`src/rtl/riscv_core_pkg.sv`:
```
// Shared definitions for the RV32I pipeline: datapath width, fetch FSM
// encoding and the canonical NOP used for bubble insertion.
package riscv_core_pkg;

  localparam int XLEN = 32;

  typedef enum logic [0:0] {
    FETCH_RUN    = 1'b0,
    FETCH_HALTED = 1'b1
  } fetch_state_e;

  localparam logic [31:0] NOP_INSTR = 32'h0000_0013;

endpackage

```
`src/rtl/fetch_queue.sv`:
```
// Synchronous FIFO between instruction memory and decode. Push and pop may
// share a cycle at any occupancy; flush discards everything.
module fetch_queue #(
  parameter int WIDTH = 64,
  parameter int DEPTH = 4
) (
  input  logic                       clk,
  input  logic                       reset,
  input  logic                       push,
  input  logic [WIDTH-1:0]           push_data,
  input  logic                       pop,
  input  logic                       flush,
  output logic [$clog2(DEPTH+1)-1:0] count,
  output logic [WIDTH-1:0]           head
);

  localparam int CW = $clog2(DEPTH + 1);
  localparam int PW = (DEPTH > 1) ? $clog2(DEPTH) : 1;
  localparam logic [PW-1:0] PTR_LAST = PW'(DEPTH - 1);
  localparam logic [CW-1:0] CNT_FULL = CW'(DEPTH);

  logic [WIDTH-1:0] mem_r [DEPTH];
  logic [PW-1:0]    wr_ptr_r, rd_ptr_r;
  logic [CW-1:0]    count_r;
  logic             push_s, pop_s;

  function automatic logic [PW-1:0] ptr_inc(input logic [PW-1:0] p);
    return (p == PTR_LAST) ? {PW{1'b0}} : p + PW'(1);
  endfunction

  assign pop_s  = pop & (count_r != {CW{1'b0}});
  // A full queue still accepts a push when its head leaves in the same cycle.
  assign push_s = push & ((count_r != CNT_FULL) | pop_s);
  assign count  = count_r;
  assign head   = mem_r[rd_ptr_r];

  // Pointer and occupancy bookkeeping
  always_ff @(posedge clk or posedge reset) begin
    if (reset) begin
      wr_ptr_r <= {PW{1'b0}};
      rd_ptr_r <= {PW{1'b0}};
      count_r  <= {CW{1'b0}};
    end else if (flush) begin
      wr_ptr_r <= {PW{1'b0}};
      rd_ptr_r <= {PW{1'b0}};
      count_r  <= {CW{1'b0}};
    end else begin
      wr_ptr_r <= push_s ? ptr_inc(wr_ptr_r) : wr_ptr_r;
      rd_ptr_r <= pop_s ? ptr_inc(rd_ptr_r) : rd_ptr_r;
      case ({push_s, pop_s})
        2'b10:   count_r <= count_r + CW'(1);
        2'b01:   count_r <= count_r - CW'(1);
        default: count_r <= count_r;
      endcase
    end
  end

  // Entry storage
  always_ff @(posedge clk) begin
    if (push_s && !flush) begin
      mem_r[wr_ptr_r] <= push_data;
    end
  end

endmodule

```
`src/rtl/fetch_unit.sv`:
```
// Instruction fetch stage: owns the PC, issues word reads to a synchronous
// instruction memory and hands queued instructions to decode.
module fetch_unit #(
  parameter int              XLEN     = riscv_core_pkg::XLEN,
  parameter logic [XLEN-1:0] RESET_PC = {XLEN{1'b0}},
  parameter int              IMEM_AW  = 6,
  parameter int              QDEPTH   = 4
) (
  input  logic                        clk,
  input  logic                        reset,
  output logic                        imem_req,
  output logic [IMEM_AW-1:0]          imem_addr,
  input  logic [31:0]                 imem_rdata,
  input  logic                        redirect_valid,
  input  logic [XLEN-1:0]             redirect_pc,
  input  logic                        halt,
  input  logic                        id_ready,
  output logic                        id_valid,
  output logic [31:0]                 id_instr,
  output logic [XLEN-1:0]             id_pc,
  output logic [XLEN-1:0]             id_pc4,
  output logic                        halted,
  output logic [$clog2(QDEPTH+1)-1:0] q_count
);

  import riscv_core_pkg::*;

  localparam int CW = $clog2(QDEPTH + 1);
  localparam int QW = 32 + XLEN;
  localparam logic [XLEN-1:0] PC_STEP  = {{(XLEN-3){1'b0}}, 3'b100};
  localparam logic [CW:0]     OCC_FULL = (CW+1)'(QDEPTH);

  fetch_state_e    state_r, state_nxt_s;
  logic [XLEN-1:0] fetch_pc_r, inflight_pc_r;
  logic            inflight_r, kill_r;
  logic            run_s, halt_s, redirect_s, flush_s;
  logic            req_s, push_s, pop_s, id_valid_s;
  logic [CW:0]     occupancy_s;
  logic [QW-1:0]   head_s;
  logic            unused_s;

  assign run_s       = (state_r == FETCH_RUN);
  assign halt_s      = run_s & halt;
  assign redirect_s  = run_s & redirect_valid & ~halt;
  assign flush_s     = halt_s | redirect_s;
  assign occupancy_s = {1'b0, q_count} + {{CW{1'b0}}, inflight_r};
  // Reset gates the request combinationally so imem_req is low while held.
  assign req_s       = ~reset & run_s & ~redirect_valid & ~halt & (occupancy_s < OCC_FULL);
  assign push_s      = run_s & inflight_r & ~kill_r;
  assign id_valid_s  = run_s & (q_count != {CW{1'b0}});
  assign pop_s       = id_valid_s & id_ready;
  assign unused_s    = ^redirect_pc[1:0];

  fetch_queue #(
    .WIDTH (QW),
    .DEPTH (QDEPTH)
  ) u_queue (
    .clk       (clk),
    .reset     (reset),
    .push      (push_s),
    .push_data ({imem_rdata, inflight_pc_r}),
    .pop       (pop_s),
    .flush     (flush_s),
    .count     (q_count),
    .head      (head_s)
  );

  // FSM state register
  always_ff @(posedge clk or posedge reset) begin
    if (reset) begin
      state_r <= FETCH_RUN;
    end else begin
      state_r <= state_nxt_s;
    end
  end

  // FSM next state: HALTED is left only through reset
  always_comb begin
    state_nxt_s = state_r;
    case (state_r)
      FETCH_RUN: begin
        if (halt) begin
          state_nxt_s = FETCH_HALTED;
        end else begin
          state_nxt_s = FETCH_RUN;
        end
      end
      FETCH_HALTED: state_nxt_s = FETCH_HALTED;
      default:      state_nxt_s = FETCH_RUN;
    endcase
  end

  // FSM outputs and decode-facing view of the queue head
  always_comb begin
    halted    = 1'b0;
    imem_req  = 1'b0;
    imem_addr = fetch_pc_r[IMEM_AW+1:2];
    id_valid  = 1'b0;
    id_instr  = 32'h0000_0000;
    id_pc     = {XLEN{1'b0}};
    id_pc4    = {XLEN{1'b0}};
    case (state_r)
      FETCH_RUN: begin
        imem_req = req_s;
        id_valid = id_valid_s;
        if (id_valid_s) begin
          id_instr = head_s[QW-1:XLEN];
          id_pc    = head_s[XLEN-1:0];
          id_pc4   = head_s[XLEN-1:0] + PC_STEP;
        end else begin
          id_instr = 32'h0000_0000;
          id_pc    = {XLEN{1'b0}};
          id_pc4   = {XLEN{1'b0}};
        end
      end
      FETCH_HALTED: halted = 1'b1;
      default:      halted = 1'b0;
    endcase
  end

  // PC, in-flight request tracking and response kill flag
  always_ff @(posedge clk or posedge reset) begin
    if (reset) begin
      fetch_pc_r    <= RESET_PC;
      inflight_r    <= 1'b0;
      inflight_pc_r <= {XLEN{1'b0}};
      kill_r        <= 1'b0;
    end else begin
      if (redirect_s) begin
        fetch_pc_r <= {redirect_pc[XLEN-1:2], 2'b00};
      end else if (req_s) begin
        fetch_pc_r <= fetch_pc_r + PC_STEP;
      end else begin
        fetch_pc_r <= fetch_pc_r;
      end
      inflight_r    <= req_s;
      inflight_pc_r <= req_s ? fetch_pc_r : inflight_pc_r;
      kill_r        <= flush_s;
    end
  end

endmodule

```
`config.mk`:
```
export PLATFORM = sky130hd
export DESIGN_NAME = fetch_unit
export DESIGN_NICKNAME = d
export VERILOG_FILES = /design/src/rtl/riscv_core_pkg.sv /design/src/rtl/fetch_queue.sv /design/src/rtl/fetch_unit.sv
export SDC_FILE = /design/constraint.sdc
export NUM_CORES = 1
export LEC_CHECK = 0
export CORE_MARGIN = 2
export CORE_UTILIZATION = 55
export DETAILED_ROUTE_END_ITERATION = 12
export GPL_ROUTABILITY_DRIVEN = 0
export PLACE_DENSITY = 0.79
export SLEW_MARGIN = 30
export SYNTH_ARGS = -nofsm -noshare
export SYNTH_HDL_FRONTEND = slang
export SYNTH_SLANG_ARGS = --single-unit
```
`constraint.sdc`:
```
create_clock -name clk -period 4.1 [get_ports clk]
set_input_delay 0.41 -clock clk [delete_from_list [all_inputs] [get_ports clk]]
set_output_delay 0.41 -clock clk [all_outputs]
set_load 0.01 [all_outputs]
```
==> reports/qor.csv, run 1 <==
stage,metric,value,unit
detailed_routing,WL per Instance,20.0,um
detailed_routing,DRC,0,
cts,clk_lat worst skew,0.55,ns
global_route,largest net degree at the start of global routing,63,
sta,Max-slew headroom,40.2,%
setup_path,CP arrival,3.60,ns
global_route,GRT overflow,0,
sta,Final period util,97.8,%
sta,measured slew at the worst slew-check pin,0.896,ns
sta,Final Critical Period,4.01,ns
global_route,gr usage total,22.4,%
power,overall power,6.51,mW
sta,Final Skew,0.0178,ns
detailed_routing,via count,8502,
layout,share of cells above drive strength 1,15.6,%
setup_path,CP required,3.69,ns
synth,distinct cell type count of the synthesized netlist,52,
cts,cts bufs inserted,31,
cts,H-tree depth,1,
sta,Max Slew Vio Count,0,
detailed_routing,vias per cell,5.79,
power,sw frac,20.8,%
cts,CTS root buf,clkbuf_16,
outcome,status,"complete, no violations",
power,power density over cell area,385,mW/mm2
setup_path,Setup CP Type,register to output pin,
synth,Post-synth ARST share,22.0,%
sta,RSZ-0062 raised after global routing,yes,
detailed_routing,Routed Antenna Nets,0,
flow_run,Max Cap Violations,0,
global_route,global-route wire length before repair,45800,um
power,switching power,1.35,mW
layout,Nets,1197,
floorplanning,CORE AREA,0.0244,mm2
cts,Max clock buf depth,3,
sta,final setup vio count,0,
global_route,initial antenna violation count,0,
layout,Fill cells,1643,
layout,ANT cells,0,
cts,CTS clock-pin slew for the worst setup and hold paths,0.07,ns
floorplanning,chip width,162,um
setup_path,CP max FO,10,
detailed_routing,DRT Pass-1 Iters,5,
layout,most frequent cells in the layout,"edfxtp_1, clkdlybuf4s50_1, nand2_1",
synth,"EDFF count, synth",248,
synth,Post-Syn Area per Cell,14.8,um2
synth,Yosys reg bits,318,
detailed_routing,DRT iter0 DRCs,794,
power,Lkg Pwr,6.18,nW
power,combinational power share,5.6,%
sta,Setup WS post-layout,0.0903,ns
placed_design,I/O Buffers,170,
floorplanning,IO Pins,177,
sta,FMAX,0.249,GHz
placed_design,DP Worst Slack,0.319,ns
layout,area growth from synthesis to layout,23.6,%
floorplanning,Initial Util,56.1,%
floorplanning,Die H,162,um
setup_path,CP endpoint kind,output pin,
floorplanning,DIE AREA,0.0261,mm2
power,Clock Power Share,39.5,%
synth,Syn Std Cell Area,0.0137,mm2
synth,cells after synthesis,927,
global_route,vias in the first global route,8553,
cts,clock sink total,318,
synth,sequential fraction of the synthesis area,67.3,%
power,Int Pwr,5.15,mW
floorplanning,Rows,57,
power,Max IR drop VDD,321,uV
power,Seq pwr share,54.9,%
placed_design,HPWL Detailed,19200,um
cts,CTS tree,yes,
worst_hold_path,worst hold path class,primary input to asynchronous set/reset pin,
setup_path,Critical Path Start Type,register,
synth,main flop type after synthesis,edfxtp_1,
synth,Synthesis Warnings,0,
detailed_routing,Post-Route WL,29400,um
sta,Final Hold Vio Count,0,
layout,"commonest non-fill, non-tap cell in the layout",edfxtp_1,
-- cells in the mapped netlist (6+ instances only) --
cell      instances  area, um2
a22oi_1           6       45.0
xnor2_1          16        140
and4_1            7       61.3
ha_1              7       87.6
mux2_2            9        101
mux2i_1           7       70.1
nor3_1           20        100
xor2_1            9       78.8
a21oi_1          11       55.1
edfxtp_1        248       7450
inv_1            15       56.3
buf_2             8       40.0
clkbuf_1         33        124
o21ai_0          24        120
and3_1            7       43.8
nand3_1          21        105
nand4_1          20        125
mux4_2           59       1330
and2_1           72        450
nor4_1            7       43.8
buf_4            12       90.1
nor2_1           49        184
nand2_1         126        473
dfrtp_1          70       1750
-- area by class of cell --
type | instances | area [um2] | share of cell area [%]
clock buffer | 38 | 802 | 4.75
clock inverter | 19 | 113 | 0.666
inverter | 15 | 57.6 | 0.341
multi-input combinational | 538 | 4170 | 24.7
sequential | 318 | 9200 | 54.5
tap | 324 | 405 | 2.40
timing repair buffer | 216 | 2150 | 12.7
-- timing repair --
| item | CTS | global route |
|---|---|---|
| hold buffers | 0 | 0 |
| buffers inserted | 8 | 12 |
| setup endpoints to repair | 13 | 11 |
| pin swaps | 1 | 2 |
| resized for setup | 6 | 14 |
-- power groups by stage --
stage / Sequential [mW] / Combinational (mW) / Clock [mW]
2_1_floorplan: 3.61 / 0.226 / 0
3_3_place_gp: 3.64 / 0.328 / 0
3_5_place_dp: 3.64 / 0.337 / 0
4_1_cts: 3.57 / 0.364 / 2.62
5_1_grt: 3.58 / 0.400 / 2.75
6_report: 3.57 / 0.366 / 2.57
-- critical path: stages (launching register included) --
cell	delay, ns
dfrtp_4	0.49
buf_4	0.15
buf_8	0.15
mux4_2	0.39
nand2_1	0.09
or4_4	0.54
buf_4	0.20
nor3_2	0.21
mux2_2	0.36
clkdlybuf4s50_1	0.47
-- stage by stage --
step	hold WS [ns]	cells	utilization [%]	cell area (um2)	TNS (ns)
global placement	0.456	1391	64.7	15800	0
floorplan	0.439	930	-	13700	0
CTS	0.403	1456	68.7	16800	0
detailed placement	0.469	1391	64.7	15800	0
finish	0.320	1468	69.3	16900	0
global route	0.377	1468	69.3	16900	-0.0160
-- sequential cells by signal, indices dropped and copies added (netlist names) --
register and count:
u_queue.mem_r 248, fetch_pc_r 30, inflight_pc_r 30, u_queue.count 3, u_queue.rd_ptr_r 2, u_queue.wr_ptr_r 2
inflight_r 1, kill_r 1, state_r 1
-- layer usage --
layer  share of wire, %  track usage (%)  vias to the layer above
met4                2.9             6.40                        0
met3                6.9             3.47                       61
met1                 41             30.6                     4214
met5                  0                0                        -
met2                 49             38.0                      383
li1                   -                -                     3844
-- worst paths after layout --
kind	slack, ns	cells past startpoint	start	to
max	0.09	9	u_queue.rd_ptr_r[0]	id_pc4[22]
min	0.32	2	reset	inflight_r
max reg2reg	1.31	5	state_r	fetch_pc_r[23]
min reg2reg	0.50	2	fetch_pc_r[31]	inflight_pc_r[31]
max in group asynchronous	3.09	3	reset	inflight_pc_r[3]
min in group clk	0.42	3	redirect_pc[2]	fetch_pc_r[2]
-- cells by family after synthesis --
logic type               count (synthesis)  share of synthesized area (%)
buffers and inverters                   74                           2.63
adder cells (fa/ha/maj)                  8                          0.787
XOR/XNOR                                25                           1.60
AO/OA/AOI/OAI                           71                           3.31
multiplexers                            78                           11.5
other                                    1                         0.0274
flip-flops                             318                           67.3
AND/OR/NAND/NOR                        352                           12.8
Power figures use the tool's default switching activity.
==> inputs of run 2 (changes only) <==
--- a/config.mk
+++ b/config.mk
@@ -10,6 +10,7 @@
 export DETAILED_ROUTE_END_ITERATION = 12
 export GPL_ROUTABILITY_DRIVEN = 0
 export PLACE_DENSITY = 0.79
+export SETUP_SLACK_MARGIN = 0.3
 export SLEW_MARGIN = 30
 export SYNTH_ARGS = -nofsm -noshare
 export SYNTH_HDL_FRONTEND = slang
==> run 2 against run 1 <==
Net effect: cell count up 0.68%; core utilization increased by 0.55 points; combinational power is 3% higher; non-clock buffer count rose by 10; critical path depth is 1 lower; sequential share of layout area down 0.43 points; critical endpoint is now id_pc4[31]; cell area is 0.79% higher; fmax is 6.2% higher; clock skew down 0.0046 ns; critical path type unchanged; first-iteration DRC count rose by 4.3%.
==> reports/qor.csv, run 2 (synthesis results as in run 1) <==
stage,metric,value,unit,change
global_route,initial antenna violation count,0,,unchanged
global_route,global-route wire length before repair,46100,um,was 45800 um
placed_design,I/O Buffers,170,,unchanged
floorplanning,Initial Util,56.1,%,unchanged
setup_path,CP max FO,7,,was 10
placed_design,DP Worst Slack,0.319,ns,unchanged
cts,CTS root buf,clkbuf_16,,unchanged
sta,final setup vio count,0,,unchanged
sta,Final Hold Vio Count,0,,unchanged
layout,"commonest non-fill, non-tap cell in the layout",edfxtp_1,,unchanged
setup_path,Critical Path Start Type,register,,unchanged
global_route,gr usage total,22.6,%,was 22.4%
floorplanning,CORE AREA,0.0244,mm2,unchanged
detailed_routing,Routed Antenna Nets,0,,unchanged
worst_hold_path,worst hold path class,primary input to asynchronous set/reset pin,,unchanged
layout,Largest register FFs,248,,unchanged
power,Lkg Pwr,6.30,nW,was 6.18 nW
setup_path,CP endpoint kind,output pin,,unchanged
cts,clk_lat worst skew,0.55,ns,about the same
cts,CTS clock-pin slew for the worst setup and hold paths,0.07,ns,about the same
cts,"Hold-fix buffers, CTS",0,,unchanged
cts,CTS tree,yes,,unchanged
sta,setup TNS,0,ns,unchanged
sta,RSZ-0062 raised after global routing,yes,,unchanged
placed_design,HPWL Detailed,19200,um,unchanged
sta,Max-slew headroom,41.8,%,was 40.2%
floorplanning,Die H,162,um,unchanged
detailed_routing,DRT iter0 DRCs,828,,was 794
detailed_routing,WL per Instance,20.2,um,was 20.0 um
setup_path,worst r2r dst,fetch_pc_r[23],,unchanged
sta,Setup WS post-layout,0.326,ns,was 0.0903 ns
sta,measured slew at the worst slew-check pin,0.866,ns,was 0.896 ns
cts,Max clock buf depth,3,,unchanged
layout,most frequent cells in the layout,"edfxtp_1, clkdlybuf4s50_1, nand2_1",,unchanged
sta,FMAX,0.265,GHz,was 0.249 GHz
flow_run,Max Cap Violations,0,,unchanged
sta,Final Critical Period,3.77,ns,was 4.01 ns
floorplanning,IO Pins,177,,unchanged
global_route,GRT overflow,0,,unchanged
detailed_routing,DRC,0,,unchanged
layout,Nets,1207,,was 1197
power,Max IR drop VDD,320,uV,was 321 uV
detailed_routing,Post-Route WL,29800,um,was 29400 um
layout,top flop regs,"u_queue.mem_r: 248 flops, fetch_pc_r: 30 flops, inflight_pc_r: 30 flops",,unchanged
cts,clock sink total,318,,unchanged
global_route,vias in the first global route,8604,,was 8553
setup_path,CP arrival,3.36,ns,was 3.60 ns
setup_path,worst r2r src,state_r,,unchanged
outcome,status,"complete, no violations",,unchanged
setup_path,worst reg-to-reg path cell count,5,,unchanged
sta,Final Skew,0.0133,ns,was 0.0178 ns
power,power density over cell area,383,mW/mm2,was 385 mW/mm2
floorplanning,DIE AREA,0.0261,mm2,unchanged
sta,Final period util,92.1,%,was 97.8%
detailed_routing,DRT Pass-1 Iters,5,,unchanged
layout,ANT cells,0,,unchanged
power,overall power,6.52,mW,was 6.51 mW
layout,"Most flops, register",u_queue.mem_r,,unchanged
layout,area growth from synthesis to layout,24.5,%,was 23.6%
setup_path,CP required,3.69,ns,about the same
detailed_routing,vias per cell,5.81,,was 5.79
cts,cts bufs inserted,31,,unchanged
sta,Max Slew Vio Count,0,,unchanged
layout,share of cells above drive strength 1,17.3,%,was 15.6%
setup_path,Setup CP Type,register to output pin,,unchanged
detailed_routing,via count,8581,,was 8502
floorplanning,Rows,57,,unchanged
cts,H-tree depth,1,,unchanged
setup_path,R2R Setup Slk,1.31,ns,about the same
floorplanning,chip width,162,um,unchanged
global_route,largest net degree at the start of global routing,63,,unchanged
## run 2: layer usage
metal  GRT usage [%]  up-vias  part of all wire, %  wire length, um
met5               0        -                    0                0
met1            31.0     4284                   41            12200
met4            7.08        0                  2.5              753
li1                -     3867                    -                -
met2            37.8      376                   50            14900
met3            3.47       54                  6.6             1980
## run 2: report_power, final
| part | switching [mW] | total (mW) | internal [mW] |
|---|---|---|---|
| combinational | 0.162 | 0.378 | 0.215 |
| sequential | 0.0649 | 3.57 | 3.51 |
| clock | 1.13 | 2.57 | 1.44 |
## run 2: worst max path at each step
stage                   startpoint                    to  slack [ns]  cells past startpoint
3_5_place_dp   u_queue.rd_ptr_r[0]            id_pc4[26]        0.32                      7
5_1_grt        u_queue.rd_ptr_r[0]            id_pc4[31]        0.21                      9
4_1_cts        u_queue.rd_ptr_r[0]            id_pc4[31]        0.10                      9
2_1_floorplan     u_queue.count[0]  u_queue.mem_r[1][10]        0.88                      4
6_report       u_queue.rd_ptr_r[0]            id_pc4[31]        0.33                      8
3_3_place_gp   u_queue.rd_ptr_r[0]            id_pc4[31]        0.35                      6
## run 2: repair_timing
action	CTS	global route
buffers inserted	14	16
gates resized for setup	36	31
pin swaps	2	4
endpoints found under the setup margin	16	19
## run 2: metrics by stage
stage	utilization (%)	hold WS, ns	std cells	area, um2
2_1_floorplan	-	0.439	930	13700
3_3_place_gp	64.7	0.456	1391	15800
3_5_place_dp	64.7	0.469	1391	15800
4_1_cts	69.1	0.403	1462	16800
5_1_grt	69.8	0.377	1478	17000
6_report	69.8	0.326	1478	17000
## run 2: cell type report
type	instances	area [um2]
inverter	15	57.6
fill	1631	7360
tap	324	405
sequential	318	9200
multi-input combinational	538	4220
timing repair buffer	226	2230
clock buffer	38	802
clock inverter	19	113
## run 2: critical path, stage by stage, from the launching register on
cell and delay (ns):
dfrtp_4 0.55, buf_4 0.17, mux4_2 0.39, nand3_2 0.13
or4_4 0.52, buf_4 0.19, or4_1 0.52, a21oi_1 0.17
buf_2 0.17
